===== src/rtl/program_loader.sv =====
// Framed byte-stream loader: buffers a header-prefixed image of up to MEM_DEPTH bytes,
// then holds the CPU in reset and streams the whole zero-filled image through its load port.
module program_loader #(
    parameter int MEM_DEPTH  = 32,
    parameter int ADDR_W     = 5,
    parameter int RST_CYCLES = 2,
    parameter int TIMEOUT    = 1023
) (
    input  logic       clock,
    input  logic       reset,
    input  logic [7:0] in_data,
    input  logic       in_valid,
    output logic       in_ready,
    output logic       cpu_reset,
    output logic       cpu_load,
    output logic [7:0] cpu_data,
    output logic       busy,
    output logic       done,
    output logic       error
);

    localparam int IDLE_W = $clog2(TIMEOUT + 1);
    localparam int RST_W  = $clog2(RST_CYCLES + 1);
    localparam logic [IDLE_W-1:0] IDLE_LAST = IDLE_W'(TIMEOUT - 1);
    localparam logic [RST_W-1:0]  RST_LAST  = RST_W'(RST_CYCLES - 1);
    localparam logic [5:0]        MAX_N     = 6'(MEM_DEPTH);

    typedef enum logic [2:0] {
        ST_IDLE   = 3'd0,
        ST_RECV   = 3'd1,
        ST_CRST   = 3'd2,
        ST_STREAM = 3'd3,
        ST_DONE   = 3'd4
    } state_t;

    state_t             state_r;
    state_t             state_s;
    logic [7:0]         image_r [MEM_DEPTH];
    logic [5:0]         len_r;
    logic [5:0]         wptr_r;
    logic [5:0]         k_r;
    logic [RST_W-1:0]   rst_cnt_r;
    logic [IDLE_W-1:0]  idle_cnt_r;

    logic               xfer_s;
    logic               hdr_ok_s;
    logic               hdr_take_s;
    logic               byte_take_s;
    logic               timeout_s;
    logic               in_ready_s;
    logic               cpu_reset_s;
    logic               cpu_load_s;
    logic [7:0]         cpu_data_s;
    logic               busy_s;
    logic               done_s;
    logic               error_s;

    // The registered in_ready reflects the current state, so it gates the handshake directly.
    assign xfer_s      = in_valid & in_ready;
    assign hdr_ok_s    = (in_data[5:0] != 6'd0) && (in_data[5:0] <= MAX_N);
    assign hdr_take_s  = xfer_s && (state_r == ST_IDLE) && hdr_ok_s;
    assign byte_take_s = xfer_s && (state_r == ST_RECV);
    assign timeout_s   = (state_r == ST_RECV) && !xfer_s && (idle_cnt_r == IDLE_LAST);

    // State register.
    always_ff @(posedge clock) begin
        if (reset) begin
            state_r <= ST_IDLE;
        end else begin
            state_r <= state_s;
        end
    end

    // Next-state decode.
    always_comb begin
        state_s = state_r;
        case (state_r)
            ST_IDLE: begin
                if (hdr_take_s) begin
                    state_s = ST_RECV;
                end else begin
                    state_s = ST_IDLE;
                end
            end
            ST_RECV: begin
                if (byte_take_s && (wptr_r == (len_r - 6'd1))) begin
                    state_s = ST_CRST;
                end else if (timeout_s) begin
                    state_s = ST_IDLE;
                end else begin
                    state_s = ST_RECV;
                end
            end
            ST_CRST: begin
                if (rst_cnt_r == RST_LAST) begin
                    state_s = ST_STREAM;
                end else begin
                    state_s = ST_CRST;
                end
            end
            ST_STREAM: begin
                if (k_r == MAX_N) begin
                    state_s = ST_DONE;
                end else begin
                    state_s = ST_STREAM;
                end
            end
            ST_DONE: begin
                state_s = ST_IDLE;
            end
            default: begin
                state_s = ST_IDLE;
            end
        endcase
    end

    // Output values for the coming cycle, derived from the next state so outputs can be registered.
    always_comb begin
        in_ready_s  = 1'b0;
        cpu_reset_s = 1'b0;
        cpu_load_s  = 1'b0;
        cpu_data_s  = 8'h00;
        busy_s      = 1'b1;
        done_s      = 1'b0;
        error_s     = 1'b0;
        case (state_s)
            ST_IDLE: begin
                in_ready_s = 1'b1;
                busy_s     = 1'b0;
            end
            ST_RECV: begin
                in_ready_s = 1'b1;
            end
            ST_CRST: begin
                cpu_reset_s = 1'b1;
            end
            ST_STREAM: begin
                cpu_load_s = 1'b1;
                cpu_data_s = image_r[k_r[ADDR_W-1:0]];
            end
            ST_DONE: begin
                done_s = 1'b1;
            end
            default: begin
                busy_s = 1'b0;
            end
        endcase
        if (((state_r == ST_IDLE) && xfer_s && !hdr_ok_s) || timeout_s) begin
            error_s = 1'b1;
        end else begin
            error_s = 1'b0;
        end
    end

    // Registered outputs.
    always_ff @(posedge clock) begin
        if (reset) begin
            in_ready  <= 1'b1;
            cpu_reset <= 1'b0;
            cpu_load  <= 1'b0;
            cpu_data  <= 8'h00;
            busy      <= 1'b0;
            done      <= 1'b0;
            error     <= 1'b0;
        end else begin
            in_ready  <= in_ready_s;
            cpu_reset <= cpu_reset_s;
            cpu_load  <= cpu_load_s;
            cpu_data  <= cpu_data_s;
            busy      <= busy_s;
            done      <= done_s;
            error     <= error_s;
        end
    end

    // Frame length, write pointer, stream index and the reset/idle cycle counters.
    always_ff @(posedge clock) begin
        if (reset) begin
            len_r      <= 6'd0;
            wptr_r     <= 6'd0;
            k_r        <= 6'd0;
            rst_cnt_r  <= '0;
            idle_cnt_r <= '0;
        end else begin
            if (hdr_take_s) begin
                len_r  <= in_data[5:0];
                wptr_r <= 6'd0;
            end else if (byte_take_s) begin
                wptr_r <= wptr_r + 6'd1;
            end else begin
                wptr_r <= wptr_r;
            end
            // k runs ahead by one: the edge entering STREAM already presents byte 0.
            if (state_s == ST_STREAM) begin
                k_r <= k_r + 6'd1;
            end else begin
                k_r <= 6'd0;
            end
            if (state_r == ST_CRST) begin
                rst_cnt_r <= rst_cnt_r + RST_W'(1);
            end else begin
                rst_cnt_r <= '0;
            end
            if ((state_r == ST_RECV) && !xfer_s) begin
                idle_cnt_r <= idle_cnt_r + IDLE_W'(1);
            end else begin
                idle_cnt_r <= '0;
            end
        end
    end

    // Image buffer: cleared on an accepted header so unused addresses stream as zero (HLT).
    always_ff @(posedge clock) begin
        if (!reset && hdr_take_s) begin
            for (int i = 0; i < MEM_DEPTH; i++) begin
                image_r[i] <= 8'h00;
            end
        end else if (!reset && byte_take_s) begin
            image_r[wptr_r[ADDR_W-1:0]] <= in_data;
        end else begin
            image_r <= image_r;
        end
    end

endmodule


===== config.mk =====
export PLATFORM = sky130hd
export DESIGN_NAME = program_loader
export DESIGN_NICKNAME = d
export VERILOG_FILES = /design/src/rtl/program_loader.sv
export SDC_FILE = /design/constraint.sdc
export NUM_CORES = 1
export LEC_CHECK = 0
export BUFFER_PORTS_ARGS = -buffer_cell sky130_fd_sc_hd__buf_2
export CAP_MARGIN = 10
export CORE_MARGIN = 2
export CORE_UTILIZATION = 50
export CTS_CLUSTER_SIZE = 10
export DETAILED_ROUTE_END_ITERATION = 8
export MAX_ROUTING_LAYER = met4
export PLACE_DENSITY = 0.78
export SYNTH_ARGS = -nofsm -noshare
export SYNTH_HDL_FRONTEND = slang
export SYNTH_SLANG_ARGS = --single-unit

===== constraint.sdc =====
create_clock -name clock -period 3.3 [get_ports clock]
set_input_delay 0.165 -clock clock [delete_from_list [all_inputs] [get_ports clock]]
set_output_delay 0.165 -clock clock [all_outputs]
set_load 0.01 [all_outputs]

==> impl_metrics.tcl <==
set metrics [dict create \
    yosys.cell_types.count 49 \
    p_leak_nw 4.88 \
    place_congestion 0.870 \
    io_buffers 24 \
    synth_area_leader_cell "dfxtp_1" \
    start_kind "flop" \
    crit_type "reg2reg" \
    htree_levels 2 \
    async_flop_share_pct 0 \
    tns_ns 0 \
    finalPower_mw 7.68 \
    dr.first_iter.drc_count 1301 \
    root_buffer "clkbuf_16" \
    synthSimpleGateAreaFrac_pct 16.9 \
    nNetsFinal 1539 \
    grt_pass1_vias 11500 \
    nFillCells 2431 \
    vias 11800 \
    cp-end-kind "flop" \
    synth_nets 1577 \
    syn-mean-instance-area_sq_um 9.17 \
    r2r-start "wptr_r[2]" \
    holdPathStages 5 \
    drc 0 \
    hold_viol_final 0 \
    grt_overflow 0 \
    drive_above_1_share_pct 26.3 \
    crit_fanout 23 \
    synthMuxAreaShare_pct 11.0 \
    syn-cell-area_sq_mm 0.0143 \
    setup-violations-final 0 \
    relSlewSlack_pct 45.9 \
    worstHoldStart "in_valid" \
    place_inst 1856 \
    post-place-ws_ns 0.796 \
    yosysMostFrequentCell "dfxtp_1" \
    core_sq_mm 0.0279 \
    dieArea_sq_mm 0.0299 \
    tritoncts "yes" \
    wl_per_cell_microns 20.3 \
    synth_xor_area_share_pct 1.29 \
    cts_sinks 303 \
    cts.clk_slew.worst_paths_ns 0.05 \
    fin_cells 1908 \
    dr.pass1.iters 6 \
    synth_compound_area_share_pct 21.9 \
    ant_nets 0 \
    vias_per_cell 6.21 \
    fp-row-count 61 \
    peakVddDrop_v 0.000347 \
    ys_ff_latch 303 \
    design_area_sq_mm 0.0156 \
    multi_input_area_sq_mm 0.00742 \
    cts_buffers 37 \
    syn_to_final_growth_pct 9.20 \
    final_core_util_pct 55.8 \
    p_per_area_mw_per_mm2 493 \
    ys_seq_area_share_pct 42.5 \
    fin_ws_ns 0.776 \
    dpl.hpwl_microns 23300 \
    grt_max_degree 79 \
    register_area_sq_mm 0.00607 \
    grt.total_usage_pct 26.2 \
    fin_crit_sh_pct 76.5 \
    arrival_ns 2.96 \
    synth_common_cells "dfxtp_1, nand2_1, a21oi_2" \
    clockBufferDepth 3 \
    synth_area_leaders "dfxtp_1, a21oi_2, mux4_2, nand2_1, nand3_1" \
    synth_edf_count 0 \
    synth_top_family_by_area "compound AO/OA/AOI/OAI gates" \
    hold_slack_ns 0.210 \
    slew_violations 0 \
    synthAdderAreaFrac_pct 0.877 \
    yosysTopAreaCellShare_pct 42.5 \
    cp-startpoint "wptr_r[2]" \
    place_area_sq_mm 0.0145 \
    io_pins 25 \
    num_antenna_cells 0 \
    rsz0062_at_grt "false" \
    die_h_microns 173 \
    fin_crit_ns 2.52 \
    clk_latency_ns 0.52 \
    synth_ff_type "dfxtp_1" \
    die_width_microns 173 \
    antenna_found_initial 0 \
    initial_core_util_pct 51.1 \
    status "completed" \
    synth_warnings 0 \
    fin_skew_ns 0.0200 \
    r2r_cells 4 \
    hp-class "in2reg" \
    grt_first_pass_wirelength_microns 62100 \
    synth_cells 1556 \
    crit_required_ns 3.74 \
    worst_slew_pin_slew_ns 0.810 \
    finalWirelength_microns 38700 \
    fmax_ghz 0.396 \
    cap_violations 0 \
]
## placed cells by master (no fill, tap or decap), types with 4 or more instances in the layout
| cell type | count |
|---|---|
| clkbuf_1 | 7 |
| a221oi_1 | 9 |
| o211ai_1 | 4 |
| a21oi_1 | 54 |
| buf_4 | 36 |
| mux2i_1 | 16 |
| nand3_1 | 137 |
| inv_1 | 11 |
| mux2_2 | 11 |
| dfxtp_1 | 301 |
| mux4_2 | 57 |
| nor2b_1 | 5 |
| nor3_1 | 11 |
| ha_1 | 10 |
| xnor2_1 | 8 |
| buf_2 | 24 |
| a22oi_1 | 13 |
| and4_1 | 6 |
| a21oi_2 | 210 |
| o21ai_0 | 134 |
| a211oi_1 | 5 |
| nand4_1 | 11 |
| nand2_1 | 287 |
| or3_1 | 4 |
| buf_12 | 6 |
| xor2_1 | 13 |
| nor2_1 | 55 |
| clkbuf_16 | 39 |
## registers in the layout, indices dropped and copies added (netlist names), 2 cells and up
name,flops
wptr_r,6
cpu_data,8
state_r,3
rst_cnt_r,2
image_r,256
k_r,6
idle_cnt_r,10
len_r,6
## report_power, final
| group | internal (mW) | total (mW) | switching, mW |
|---|---|---|---|
| clock network | 2.18 | 3.67 | 1.48 |
| logic | 0.0852 | 0.314 | 0.229 |
| registers | 3.68 | 3.70 | 0.0171 |
| total | 5.95 | 7.68 | 1.73 |
## worst max-delay path, cell delays in order, from the launching register on
cell	delay, ns
dfxtp_1	0.67
nand3b_1	0.67
nor2_1	0.77
nand2_1	0.16
a21oi_1	0.19
## logic make-up after synthesis
| logic type | after synthesis |
|---|---|
| buf+inv | 155 |
| compound gates | 441 |
| xor+xnor | 21 |
| simple gates | 542 |
| flops | 303 |
| fa+ha+maj | 10 |
| mux | 84 |
## per-layer routing
| layer | part of all wire [%] | track usage (%) | up-vias |
|---|---|---|---|
| met2 | 46 | 40.3 | 583 |
| li1 | - | - | 5401 |
| met4 | 4.1 | 11.7 | 0 |
| met1 | 40 | 33.3 | 5745 |
| met5 | 0 | - | - |
| met3 | 9.7 | 5.63 | 119 |
## repair_timing
item | 4_1_cts | 5_1_grt
resized for setup | 0 | 0
buffers inserted | 0 | 0
endpoints found under the hold margin | 5 | 0
endpoints found under the setup margin | 0 | 0
hold buffers | 1 | 0
## final timing paths
path	slack [ns]	end
max	0.78	image_r[130]
min reg2reg	0.43	rst_cnt_r[0]
max reg2reg	0.78	image_r[130]
min	0.21	wptr_r[0]
## final cells by class
type	instances	area share, %
multi-input cells	1098	47.6
flip-flops and latches	303	38.9
clock buffers	49	6.69
repair buffers	67	3.34
well taps	378	3.03
inverters	11	0.265
clock inverters	2	0.104
Note: power is estimated with default switching activity, not from simulation.
